===== src/rtl/prog_seq_detector.sv =====
// Reloadable serial-pattern detector: programmable length, overlap mode, valid qualifier.
// Optional saturating match counter built when PROG_SEQ_DET_COUNT_EN is defined.
module prog_seq_detector #(
    parameter int W     = 5,
    parameter int CNT_W = 8
) (
    input  logic                   clk,
    input  logic                   resetn,
    input  logic                   load,
    input  logic [W-1:0]           pat_in,
    input  logic [$clog2(W+1)-1:0] len_in,
    input  logic                   overlap,
    input  logic                   din_valid,
    input  logic                   din,
    output logic                   seen,
    output logic                   armed,
    output logic [CNT_W-1:0]       match_cnt
);

    localparam int LW = $clog2(W+1);
    localparam logic [LW-1:0] W_L = LW'(W);

    logic [W-1:0]  pat;
    logic [W-1:0]  hist;
    logic [LW-1:0] len;
    logic [LW-1:0] fill;

    logic [LW-1:0] len_c;
    logic [W-1:0]  load_mask;
    logic [W-1:0]  len_mask;
    logic [W-1:0]  hist_n;
    logic [LW-1:0] fill_inc;
    logic          hit;

    always_comb begin
        len_c     = (len_in > W_L) ? W_L : len_in;
        load_mask = '0;
        len_mask  = '0;
        for (int i = 0; i < W; i++) begin
            load_mask[i] = (LW'(i) < len_c);
            len_mask[i]  = (LW'(i) < len);
        end
        hist_n   = {hist[W-2:0], din};
        fill_inc = (fill == W_L) ? W_L : fill + 1'b1;
        // pat is stored pre-masked, so only the history needs masking
        hit      = armed && (fill_inc >= len) &&
                   ((hist_n & len_mask) == pat);
    end

    always_ff @(posedge clk) begin
        if (!resetn) begin
            pat   <= '0;
            len   <= '0;
            hist  <= '0;
            fill  <= '0;
            seen  <= 1'b0;
            armed <= 1'b0;
        end else if (load) begin
            pat   <= pat_in & load_mask;
            len   <= len_c;
            armed <= (len_c != '0);
            hist  <= '0;
            fill  <= '0;
            seen  <= 1'b0;
        end else if (din_valid) begin
            hist <= hist_n;
            fill <= (hit && !overlap) ? '0 : fill_inc;
            seen <= hit;
        end else begin
            seen <= 1'b0;
        end
    end

`ifdef PROG_SEQ_DET_COUNT_EN
    logic [CNT_W-1:0] cnt_q;

    always_ff @(posedge clk) begin
        if (!resetn || load) begin
            cnt_q <= '0;
        end else if (din_valid && hit && (cnt_q != '1)) begin
            cnt_q <= cnt_q + 1'b1;
        end
    end

    assign match_cnt = cnt_q;
`else
    assign match_cnt = '0;
`endif

endmodule


===== config.mk =====
export PLATFORM = sky130hd
export DESIGN_NAME = prog_seq_detector
export DESIGN_NICKNAME = d
export VERILOG_FILES = /design/src/rtl/prog_seq_detector.sv
export SDC_FILE = /design/constraint.sdc
export NUM_CORES = 1
export LEC_CHECK = 0
export ABC_AREA = 1
export CORE_MARGIN = 4
export CORE_UTILIZATION = 48
export DETAILED_ROUTE_END_ITERATION = 12
export PLACE_DENSITY = 0.78
export SLEW_MARGIN = 20
export SYNTH_ARGS = -nofsm -noshare
export SYNTH_HDL_FRONTEND = slang
export SYNTH_SLANG_ARGS = --single-unit

===== constraint.sdc =====
create_clock -name clk -period 2.3 [get_ports clk]
set_clock_uncertainty 0.2 [all_clocks]
set_input_delay 0.345 -clock clk [delete_from_list [all_inputs] [get_ports clk]]
set_output_delay 0.345 -clock clk [all_outputs]
set_load 0.05 [all_outputs]

======== After elaboration in Yosys (flattened, before gate mapping) ========
Index checks and enable logic that the tools add are counted.
storage, ports and cells
  flip-flop bits (word level) ............. 17
  latch bits .............................. 0
  RAM bits ................................ 0
  memory bits (read-only) ................. 0
  output and inout bits ................... 10
  logic and storage cells ................. 35
  memories kept ........................... 0
cells by class
  add/sub/neg operators ................... 1
  multipliers ............................. 0
  divide/modulo/power cells ............... 0
  order comparisons ....................... 12
  equality and inequality tests ........... 2
  shift-type cells ........................ 0
  muxes and demuxes ....................... 3
  bitwise logic cells ..................... 4
  reductions and logical operators ........ 7
operators by type and width
  kind                   count
  $lt A1 B3 Y1 const A   4
  $lt A2 B3 Y1 const A   4
  $and A5 B5 Y5          2
  $mux W3                3
  $lt A3 B3 Y1 const A   2
  $eq A5 B5 Y1           1
  $add A3 B1 Y3 const B  1
  $eq A3 B3 Y1 const B   1
  $ge A3 B3 Y1           1
  $gt A3 B3 Y1 const B   1
  $logic_and A1 B1 Y1    3
  $reduce_bool A3 Y1     1
  $reduce_or A3 Y1       1
  $not A1 Y1             2
  $reduce_or A2 Y1       1
  $logic_not A1 Y1       1

======== Longest topological paths before layout ========
  depth in word-level cells ............... 7
  mapped depth ............................ 12
  depth with buffers taken out ............ 12

======== Worst setup path after synthesis ========
Ideal clock, no wire load.
  kind .................................... reg-to-reg
  start point ............................. register fill[0]
  end point ............................... register fill[2]
  setup time .............................. 0.070 ns
  arrival ................................. 1.502 ns
  required time ........................... 2.030 ns
  slack ................................... 0.528 ns
  stages on the path, launching flop included .. 12
  path through ............................ dfxtp_1 -> inv_1 -> nor2_1 -> o21ai_0 -> inv_1 -> ha_1 -> and3_1 -> nor2_1 -> nor2_2 -> nand3_2 -> nand2_1 -> a21oi_1
between the ends
  word-level cells in the longest chain between the ends .. 7
ends and longest elaborated chain
  item                                                  RTL line  source
  start: declaration                                    26        logic [LW-1:0] fill;
  start signal: assignment                              67        fill <= (hit && !overlap) ? '0 : fill_inc;
  $add A3 B1 Y3 / $eq A3 B3 Y1 (equally long branches)  44        fill_inc = (fill == W_L) ? W_L : fill + 1'b1;
  $mux W3 (*)                                           44
  $ge A3 B3 Y1                                          46        hit = armed && (fill_inc >= len) &&
  $logic_and A1 B1 Y1 (2 in a row)                      46
  $logic_and A1 B1 Y1                                   67
  $mux W3 (*)                                           67
Mark *: on every way between the ends. The rest lies on a longest branch, timed or not.
A chain may end at the register's enable or synchronous reset.

======== Worst setup path in the final report ========
  start point ............................. register armed
  end point ............................... output port armed
RTL lines
  item                      RTL line  source
  start: declaration        16        output logic armed,
  start signal: assignment  61        armed <= (len_c != '0);
No word-level cell between the ends.

==> impl_results.md <==
* Outcome: complete, no violations
* Seq/Total Area, Yosys at around a third
* H-tree depth at 1
* Initial core utilization at roughly half
* Logic pwr share at a little under a quarter
* Wirelength per Cell at approximately 11 µm
* Largest net degree at the start of global routing at 18
* FF/Latch Area at 340 µm²
* Clk slew on worst S/H paths at about 0.10 ns
* Netlist Area Pre-Place at 981 µm²
* Total congestion overflow at 0
* Total Die Area at around 0.0028 mm²
* Area Growth Syn to Fin at 16.5%
* Arrival @ worst endpoint at approximately 1.5 ns
* Pwr dens at around 530 mW/mm²
* Internal power at 0.422 mW
* Hold-fix buffers at CTS at 0
* Layout cell share with drive strength beyond 1 at around 12%
* Most frequent cell after synthesis: nand2_1
* Via count at 900
* Die height at approximately 53 µm
* Flops & latches, synth at 17
* Switching Share at 30.7%
* Number of flops mapped to enable cells by yosys at 0
* Die width at about 53 µm
* Worst VDD drop at 0.361 mV
* DP HPWL at around 1500 µm
* Post-synth top cells: nand2_1 (35), dfxtp_1 (17), inv_1 (15)
* Worst Path Required at 1.75 ns
* Delay-heaviest family, CP: buffers and inverters
* Diode count at 0
* Num CTS Buffers at 3
* Mapped Avg Cell Area at ~7 µm²
* Ports at 24
* Crit-path max FO at 3
* First drt pass iteration count at 4
* Startpoint Class: register
* RSZ-0062 raised after global routing: false
* Fmax at just under 500 MHz
* Area leader, netlist: dfxtp_1
* Max stage delay on crit path at around 0.8 ns
* CORE AREA at 0.00194 mm²
* Total GRT Usage at approximately 14%
* Number of buffers and inverters on the critical path at 1
* Post-route setup slack at about 0.29 ns
* Post-cts resize count at 0
* Clock Path Buffers at 2
* Largest cells by area after synthesis: dfxtp_1 (35%), nand2_1 (13%), a21oi_1 (6.1%)
* DRT iter0 DRCs at 24
* Clock latency on the worst-skew pair at around 0.28 ns
* Final Hold Fails at 0
* Final net count at ~170
* Final Max Tran Viols at 0
* Min cycle time layout at 2.01 ns
* Count of input and output buffers at 15
* Cell leakage power at approximately 0.50 nW
* Seq pwr share at 51.3%
* Asr flop ratio synth at 0%
* Placer's final routability congestion estimate at 0.816
* Multi-input logic area at around 520 µm²
* Clock Sinks at 17
* Initial antenna violation count at 0
* CTS Root Buffer Type: clkbuf_4
* Synth top area share at 34.7%
* Worst Hold Class: reg2reg
* Setup violators final at 0
* Post-detailed-route count of antenna-violating nets at 0
* Syn Inst Count at 140
* Crit path cell chain: clkdlybuf4s50_1
* Clock Power Share at approximately a quarter
* Vias in the first global route at between 700 and 800
* Worst-margin pin slew at 0.589 ns
* Post-CTS setup buffer count at 0
* Setup TNS at 0 ns
* Worst path slowest cell: clkdlybuf4s50_1
* Crit. End Element: primary output
* Max-Cap Viols at 0
* Worst slew margin at slightly above 60%
* Net Switching at approximately 0.19 mW
* First-pass GRT wire length at 3000 µm
* Fill count at between 150 and 200
* Dpl ws at 0.342 ns
* Total Power at just over 0.6 mW
* Final WL at 1960 µm
* CTS tree: yes
* CP Class: reg2out
* DR vias/cell at ~4.9
* Top_reg_cell synth: dfxtp_1
* Synth cell types at 21
* Ys Warns at 0
* Rows at 16
* DRC at 0
* Final worst-path cycle share at slightly below 90%
## layer usage
| layer | up-vias | share of wire [%] | track usage, % |
|---|---|---|---|
| met5 | - | 0 | 0 |
| li1 | 478 | - | - |
| met3 | 0 | 4.2 | 2.54 |
| met1 | 403 | 44 | 16.3 |
| met2 | 19 | 52 | 26.7 |
| met4 | 0 | 0 | 2.55 |
## tightest hold or removal path: stages, from the launching register on
cell	delay, ns
dfxtp_1	0.33
nand2_1	0.06
a21oi_1	0.05
## power groups by stage
| stage | Sequential, mW | Clock, mW | Combinational, mW |
|---|---|---|---|
| floorplan | 0.324 | 0 | 0.107 |
| global placement | 0.319 | 0 | 0.140 |
| detailed placement | 0.320 | 0 | 0.143 |
| CTS | 0.313 | 0.157 | 0.143 |
| global route | 0.314 | 0.169 | 0.158 |
| finish | 0.313 | 0.153 | 0.143 |
## sequential cells by signal, summed over array words and instances (netlist names)
name   cells
pat        5
hist       4
fill       3
len        3
armed      1
seen       1
## cells in the final DEF (no fill, tap or decap), types with 5 or more instances in the layout
| cell | netlist | routed |
|---|---|---|
| a21oi_1 | 12 | 12 |
| clkdlybuf4s50_1 | 0 | 15 |
| conb_1 | 1 | 8 |
| dfxtp_1 | 17 | 17 |
| inv_1 | 15 | 15 |
| nand2_1 | 35 | 35 |
| nand3_1 | 7 | 7 |
| nand3_2 | 6 | 6 |
| nor2_1 | 7 | 7 |
| o21ai_0 | 7 | 7 |
| o22ai_1 | 5 | 5 |
## area by class of cell
class	count	area share, %
tap	27	2.96
inverter	18	5.91
clock buffer	4	2.30
multi-input combinational	101	45.9
sequential	17	29.8
timing repair buffer	15	13.1
## stage by stage
| stage | cell area [µm²] | hold WS [ns] | util, % | cells |
|---|---|---|---|---|
| 2_1_floorplan | 1010 | 0.254 | - | 147 |
| 3_3_place_gp | 1120 | 0.272 | 57.5 | 178 |
| 3_5_place_dp | 1120 | 0.273 | 57.5 | 178 |
| 4_1_cts | 1140 | 0.287 | 58.8 | 182 |
| 5_1_grt | 1140 | 0.320 | 58.8 | 182 |
| 6_report | 1140 | 0.285 | 58.8 | 182 |
## cells by family (layout without fill, tap and decap cells)
group	Yosys count	after routing	share of synthesized area, %
simple gates	65	65	32.8
buf+inv	29	37	14.5
compound gates	25	25	13.8
flops	17	17	34.7
fa+ha+maj	3	3	3.83
other cells	1	8	0.382
## final timing paths
kind	from	endpoint	slack (ns)	cells after the start
hold reg to reg	fill[0]	fill[0]	0.29	2
setup / recovery	armed	armed	0.29	1
hold / removal	fill[0]	fill[0]	0.29	2
setup reg to reg	fill[2]	fill[1]	0.31	11
Note: power is estimated with default switching activity, not from simulation.
